[src/rtl/display_pkg.sv]
// display_pkg: framebuffer geometry and loader state encoding shared by the display controller
package display_pkg;
    localparam int WIDTH       = 32;
    localparam int HEIGHT      = 16;
    localparam int BPP         = 3;
    localparam int FRAME_BYTES = WIDTH * HEIGHT * BPP;
    localparam int ADDR_W      = $clog2(FRAME_BYTES);
    typedef enum logic [1:0] {
        IDLE      = 2'd0,
        LOAD      = 2'd1,
        WAIT_FLIP = 2'd2
    } state_t;
endpackage

[src/rtl/frame_bank_ctrl.sv]
// frame_bank_ctrl: owns the displayed bank, swapping it on a vblank once a frame is ready
module frame_bank_ctrl (
    input  logic       i_clk,
    input  logic       i_rst_n,
    input  logic       i_frame_ready,
    input  logic       i_vblank,
    output logic       o_done,
    output logic       o_front_bank,
    output logic       o_flip,
    output logic [7:0] o_frame_count
);
    // Combinational ack so the requester leaves its wait state on the same edge as the swap
    assign o_done = i_frame_ready & i_vblank;

    always_ff @(posedge i_clk or negedge i_rst_n) begin
        if (!i_rst_n) begin
            o_front_bank  <= 1'b0;
            o_flip        <= 1'b0;
            o_frame_count <= '0;
        end else begin
            o_flip <= o_done;
            if (o_done) begin
                o_front_bank  <= ~o_front_bank;
                o_frame_count <= o_frame_count + 8'd1;
            end
        end
    end
endmodule

[src/rtl/spi_frame_loader.sv]
// spi_frame_loader: sequences the SPI slave byte stream into the back bank of a double-buffered framebuffer
module spi_frame_loader
    import display_pkg::*;
(
    input  logic              i_clk,
    input  logic              i_rst_n,
    input  logic [7:0]        i_rx_data,
    input  logic              i_rx_valid,
    input  logic              i_rx_sot,
    input  logic              i_rx_eot,
    input  logic              i_vblank,
    output logic              o_wr_en,
    output logic              o_wr_bank,
    output logic [ADDR_W-1:0] o_wr_addr,
    output logic [7:0]        o_wr_data,
    output logic              o_front_bank,
    output logic              o_flip,
    output logic              o_err_short,
    output logic              o_err_long,
    output logic [7:0]        o_frame_count
);
    localparam logic [ADDR_W:0] FULL = (ADDR_W + 1)'(FRAME_BYTES);

    state_t          r_state;
    logic [ADDR_W:0] r_cnt;
    logic            r_eot;
    logic            r_drop;
    logic            w_eot_rise;
    logic            w_full;
    logic            w_done;

    assign w_eot_rise = i_rx_eot & ~r_eot;
    assign w_full     = r_cnt == FULL;
    assign o_wr_bank  = ~o_front_bank;

    frame_bank_ctrl u_bank (
        .i_clk         (i_clk),
        .i_rst_n       (i_rst_n),
        .i_frame_ready (r_state == WAIT_FLIP),
        .i_vblank      (i_vblank),
        .o_done        (w_done),
        .o_front_bank  (o_front_bank),
        .o_flip        (o_flip),
        .o_frame_count (o_frame_count)
    );

    // r_eot resets high so an idle-high SS after reset is not seen as an end of transfer
    always_ff @(posedge i_clk or negedge i_rst_n) begin
        if (!i_rst_n) begin
            r_state     <= IDLE;
            r_cnt       <= '0;
            r_eot       <= 1'b1;
            r_drop      <= 1'b0;
            o_wr_en     <= 1'b0;
            o_wr_addr   <= '0;
            o_wr_data   <= '0;
            o_err_short <= 1'b0;
            o_err_long  <= 1'b0;
        end else begin
            r_eot       <= i_rx_eot;
            o_wr_en     <= 1'b0;
            o_err_short <= 1'b0;
            o_err_long  <= 1'b0;
            case (r_state)
                IDLE: if (i_rx_valid && i_rx_sot && !w_eot_rise) begin
                    o_wr_en   <= 1'b1;
                    o_wr_addr <= '0;
                    o_wr_data <= i_rx_data;
                    r_cnt     <= (ADDR_W + 1)'(1);
                    r_drop    <= 1'b0;
                    r_state   <= LOAD;
                end
                LOAD: if (w_eot_rise) begin
                    r_state     <= w_full ? WAIT_FLIP : IDLE;
                    o_err_short <= ~w_full;
                end else if (i_rx_valid && (i_rx_sot || !w_full)) begin
                    o_wr_en   <= 1'b1;
                    o_wr_addr <= i_rx_sot ? '0 : r_cnt[ADDR_W-1:0];
                    o_wr_data <= i_rx_data;
                    r_cnt     <= i_rx_sot ? (ADDR_W + 1)'(1) : r_cnt + 1'b1;
                    r_drop    <= i_rx_sot ? 1'b0 : r_drop;
                end else if (i_rx_valid && !r_drop) begin
                    o_err_long <= 1'b1;
                    r_drop     <= 1'b1;
                end
                WAIT_FLIP: if (w_done) r_state <= IDLE;
                default: r_state <= IDLE;
            endcase
        end
    end
endmodule

[config.mk]
export PLATFORM = sky130hd
export DESIGN_NAME = spi_frame_loader
export DESIGN_NICKNAME = d
export VERILOG_FILES = /design/src/rtl/display_pkg.sv /design/src/rtl/frame_bank_ctrl.sv /design/src/rtl/spi_frame_loader.sv
export SDC_FILE = /design/constraint.sdc
export NUM_CORES = 1
export LEC_CHECK = 0
export ABC_AREA = 1
export ABC_CLOCK_PERIOD_IN_PS = 2900
export BUFFER_PORTS_ARGS = -buffer_cell sky130_fd_sc_hd__buf_2
export CORE_MARGIN = 2
export CORE_UTILIZATION = 31
export DETAILED_ROUTE_END_ITERATION = 10
export PLACE_DENSITY_LB_ADDON = 0.2
export SKIP_CTS_REPAIR_TIMING = 1
export SYNTH_ARGS = -nofsm -noshare
export SYNTH_HDL_FRONTEND = slang
export SYNTH_HIERARCHICAL = 1
export SYNTH_SLANG_ARGS = --single-unit
[constraint.sdc]
create_clock -name i_clk -period 2.9 [get_ports i_clk]
set_input_delay 0.435 -clock i_clk [delete_from_list [all_inputs] [get_ports i_clk]]
set_output_delay 0.435 -clock i_clk [all_outputs]
set_load 0.005 [all_outputs]
==> results.md <==
- The flow ran to the end, and the final reports show no timing, DRC or antenna violations.
- After synthesis, the largest family of logic cells by area is simple AND/OR/NAND/NOR gates.
- For the worst setup path, the data required time is 3070 ps.
- STA classifies the critical path endpoint as a flip-flop.
- Leaving out fill and tap cells, the most frequent cells in the layout are sky130_fd_sc_hd__nand2_1, sky130_fd_sc_hd__dfrtp_1, sky130_fd_sc_hd__buf_2, sky130_fd_sc_hd__nor2_1, sky130_fd_sc_hd__nand3_1.
- The fmax is 0.484 GHz.
- The cell count after synthesis is 299.
- During placement, the flow inserted port buffers numbering 46.
- The floorplan step defined a core boundary enclosing 0.00769 sq mm.
- Sequential cells were found to cover 49.3% of the synthesized design area.
- For this block, the via count after detailed routing is 2,006.
- Data arrives at the worst endpoint at 2240 ps.
- The layout overhead on the synthesized area is 16.4%.
- Of all cell types, the one taking the most synthesized area is sky130_fd_sc_hd__dfrtp_1.
- The worst-case reg-to-reg path depth is 9.
- For the final routed database, the setup TNS stands at 0 ps.
- The overall routing resource usage is 13.2%.
- Summing the areas of all xor and xnor instances in the mapped netlist gives 2.15% of the synthesized area.
- The number of maximum-capacitance violations is 0.
- In this run the remaining antenna-violating nets after routing total 0.
- The max-slew violation count came to 0.
- The clock root buffer is sky130_fd_sc_hd__clkbuf_8.
- The setup slack at placement is 832 ps.
- The die covers 0.00860 sq mm.
- The initial antenna violation count is 0.
- The endpoint of the worst-slack reg-to-reg timing path is r_cnt[11].
- Setup slack on the critical path of the routed design comes to 833 ps.
- 47 I/O pins were placed.
- The number of antenna cells inserted is 0.
- Once the floorplan was initialized, standard cells occupied 31.7% of the core.
- The total power is 0.00185 W.
- The DRC violation count after routing is 0.
- For this run, the number of Yosys warnings is 6.
- The number of standard-cell rows in the floorplan is 32.
- Sorting the synthesized cells by area gives the leading types as sky130_fd_sc_hd__dfrtp_1, sky130_fd_sc_hd__nand2_1, sky130_fd_sc_hd__nand3_1.
- The clock buffer count from CTS is 5.
- The top cell type's share of synthesized area is 48.2%.
- The biggest fanout along the worst timing path is 49.
- The number of violations reported at the end of detailed-routing iteration 0 is 108.
- The last weighted congestion value of the routability-driven placer is 0.859.
- The worst pin sits at a relative slew slack of 50.2%.
- Entering global routing, the biggest net connects 50 pins.
- The post-synthesis compound-gate area fraction is 7.85%.
- In the final layout, flip-flops and latches occupy 0.00120 sq mm.
- The number of failing hold endpoints at the final stage is 0.
- After routing the design area is 0.00284 sq mm.
- The fill cell total of the finished layout is 829.
- The first-pass GRT wire length is 8870 microns.
- Clock-pin slew was measured on the worst setup and hold paths at 90 ps.
- The height of the die is 92.7 microns.
- The power density of the placed cells is 651 mW/mm^2.
- Counting both buffers and inverters, the worst setup path holds a total of 1.
- The share of final-layout standard cells stronger than drive strength 1 is 24.3%.
- The path class of the lowest-slack min-delay path is primary input to async pin.
- The internal reg-to-reg setup slack is 830 ps.
- The cell area after placement is 0.00274 sq mm.
- Measured against the total synthesized area, the mux share comes to 0%.
- The highest ir drop seen on vdd is 0.292 mV.
- The critical path goes through inv_1 > ha_1 > nand2_1 > nor2_1 > nand3_2 > nand2_4 > nand2_4 > nand3_1 > o21ai_0.
- Counting I/O delays and the setup requirement, the final critical path takes 2070 ps.
- The clock latency on the worst-skew pair is 300 ps.
- The sink count of the clock tree is 48.
- The number of global-route vias before repair is 1,844.
- The multi-input gate area in the final layout is 0.00106 sq mm.
- Setup repair after global routing left no endpoint under its margin.
- The via density per instance is 4.52.
- In this run the static leakage power is 1.42 nW.
- In this design, the critical path's most frequently occurring cell is sky130_fd_sc_hd__nand2_4.
- The chip width is 92.7 microns.
- The number of distinct library cells after synthesis is 30.
- The longest individual stage delay on the worst path is 430 ps.
- The CTS tree is done.
- The synthesized-area fraction occupied by adder cells is 1.54%.
- The critical-path cell with the highest stage delay is sky130_fd_sc_hd__dfrtp_1.
- The aggregate global routing overflow is 0.
- The worst setup path is launched from a flip-flop.
- After layout, the worst path uses 71.3% of the clock period.
- The number of nets in the final layout is 359.
- The worst setup path category is flip-flop to flip-flop.
- Summing the areas of all and, or, nand and nor instances in the mapped netlist gives 32.0% of the synthesized area.
- On the critical path the largest part of the delay comes from simple AND/OR/NAND/NOR gates.
- The wire length per cell after detailed routing is 12.0 microns.
- After synthesis, the mean cell area works out to 8.16 sq um.
- Summed over all nets, the half-perimeter wirelength after detailed placement is 3840 microns.
- The depth of the CTS H-tree is 2.
- The post-synthesis instance area is 0.00244 sq mm.
- The number of search-and-repair iterations in the first detailed-routing pass is 4.
- At the pin with the least slew margin, the transition time is 746 ps.
- Clock skew on the completed layout was measured at 3.30 ps.
- The final layout contains routed wiring with a total length of 5320 microns.
- The source of the worst register-to-register timing path is r_cnt[0].
- In this run, synthesis produced a sequential element count of 48.
- The clock passes through at most 2 buffers.
- The final setup violation count is 0.
- The commonest non-fill, non-tap cell in the layout is sky130_fd_sc_hd__nand2_1.
- Counting every net in the synthesized netlist gives 316.
==> report_power, final <==
part	switching (W)	leakage (nW)	internal (W)	total, W
Clock	0.000221	0.0503	0.000213	0.000434
Combinational	0.000280	0.755	0.000218	0.000498
Sequential	0.0000969	0.615	0.000817	0.000914
Total	0.000599	1.42	0.00125	0.00185
==> registers in the layout (all words and copies together), names as in the netlist, 2 cells and up <==
name	flops
r_state	2
o_wr_data	8
o_wr_addr	11
r_cnt	12
u_bank/o_frame_count	8
==> cell usage after synthesis <==
cell and n:
sky130_fd_sc_hd__buf_6 2, sky130_fd_sc_hd__nand4_1 5, sky130_fd_sc_hd__nand2_4 2, sky130_fd_sc_hd__nand3_2 3, sky130_fd_sc_hd__o21ai_0 8, sky130_fd_sc_hd__clkbuf_1 2, sky130_fd_sc_hd__nor2_4 2, sky130_fd_sc_hd__inv_2 4
sky130_fd_sc_hd__nor2_2 2, sky130_fd_sc_hd__dfstp_2 1, sky130_fd_sc_hd__xnor2_1 3, sky130_fd_sc_hd__nor4_1 2, sky130_fd_sc_hd__nor3_1 3, sky130_fd_sc_hd__nand3b_1 2, sky130_fd_sc_hd__ha_1 3, sky130_fd_sc_hd__nand2_1 79
sky130_fd_sc_hd__dfrtp_1 47, sky130_fd_sc_hd__o22ai_1 1, sky130_fd_sc_hd__inv_1 24, sky130_fd_sc_hd__o21bai_1 1, sky130_fd_sc_hd__buf_2 8, sky130_fd_sc_hd__nor2_1 38, sky130_fd_sc_hd__a21oi_2 9, sky130_fd_sc_hd__nand3_1 31
sky130_fd_sc_hd__xor2_1 3, sky130_fd_sc_hd__o31ai_1 1, sky130_fd_sc_hd__a21oi_1 7, sky130_fd_sc_hd__o21ai_2 1, sky130_fd_sc_hd__o211ai_1 1, sky130_fd_sc_hd__nand2_2 4
==> cells by family (layout without fill, tap and decap cells) <==
logic type	after synthesis	after routing
xor+xnor	6	6
compound gates	29	29
flops	48	48
simple gates	173	173
fa+ha+maj	3	3
buf+inv	40	83
==> worst register-to-register path: cells and delay by family (launching register included) <==
family	cells	cell delay, ps
and+or+nand+nor	6	1150
DFF	1	430
adders and majority gates	1	180
buffers and inverters	1	100
AOI/OAI and AO/OA	1	90
==> layout make-up <==
cell class                      count  share of cell area, %
Clock buffer                        7                   3.39
Tap cell                          102                   4.50
Inverter                           28                   3.70
Sequential cell                    48                   42.4
Timing Repair Buffer               48                   8.64
Multi-Input combinational cell    211                   37.4
==> per-stage QoR <==
| step | utilization [%] | instances | hold WS, ps |
|---|---|---|---|
| 6_report | 36.9 | 444 | 189 |
| 3_3_place_gp | 35.7 | 437 | 439 |
| 2_1_floorplan | - | 299 | 139 |
| 4_1_cts | 36.9 | 444 | 230 |
| 3_5_place_dp | 35.7 | 437 | 442 |
| 5_1_grt | 36.9 | 444 | 227 |
==> per-layer routing <==
layer / part of all wire, % / global-route usage, %
met5: 0 / 0
met4: 1.6 / 4.41
met2: 46 / 20.5
met1: 48 / 18.4
met3: 4.6 / 2.77
==> worst max-delay path by stage <==
stage	from	endpoint	slack (ps)	depth (start not counted)
after floorplan	r_cnt[0]	o_wr_addr[10]	1400	10
after global placement	i_rx_sot	r_cnt[0]	860	6
after detailed placement	r_cnt[0]	o_wr_addr[9]	830	9
after CTS	r_cnt[0]	o_wr_addr[9]	810	9
after global routing	r_cnt[0]	r_cnt[11]	650	9
final	r_cnt[0]	r_cnt[11]	830	9
Power figures use the tool's default switching activity.
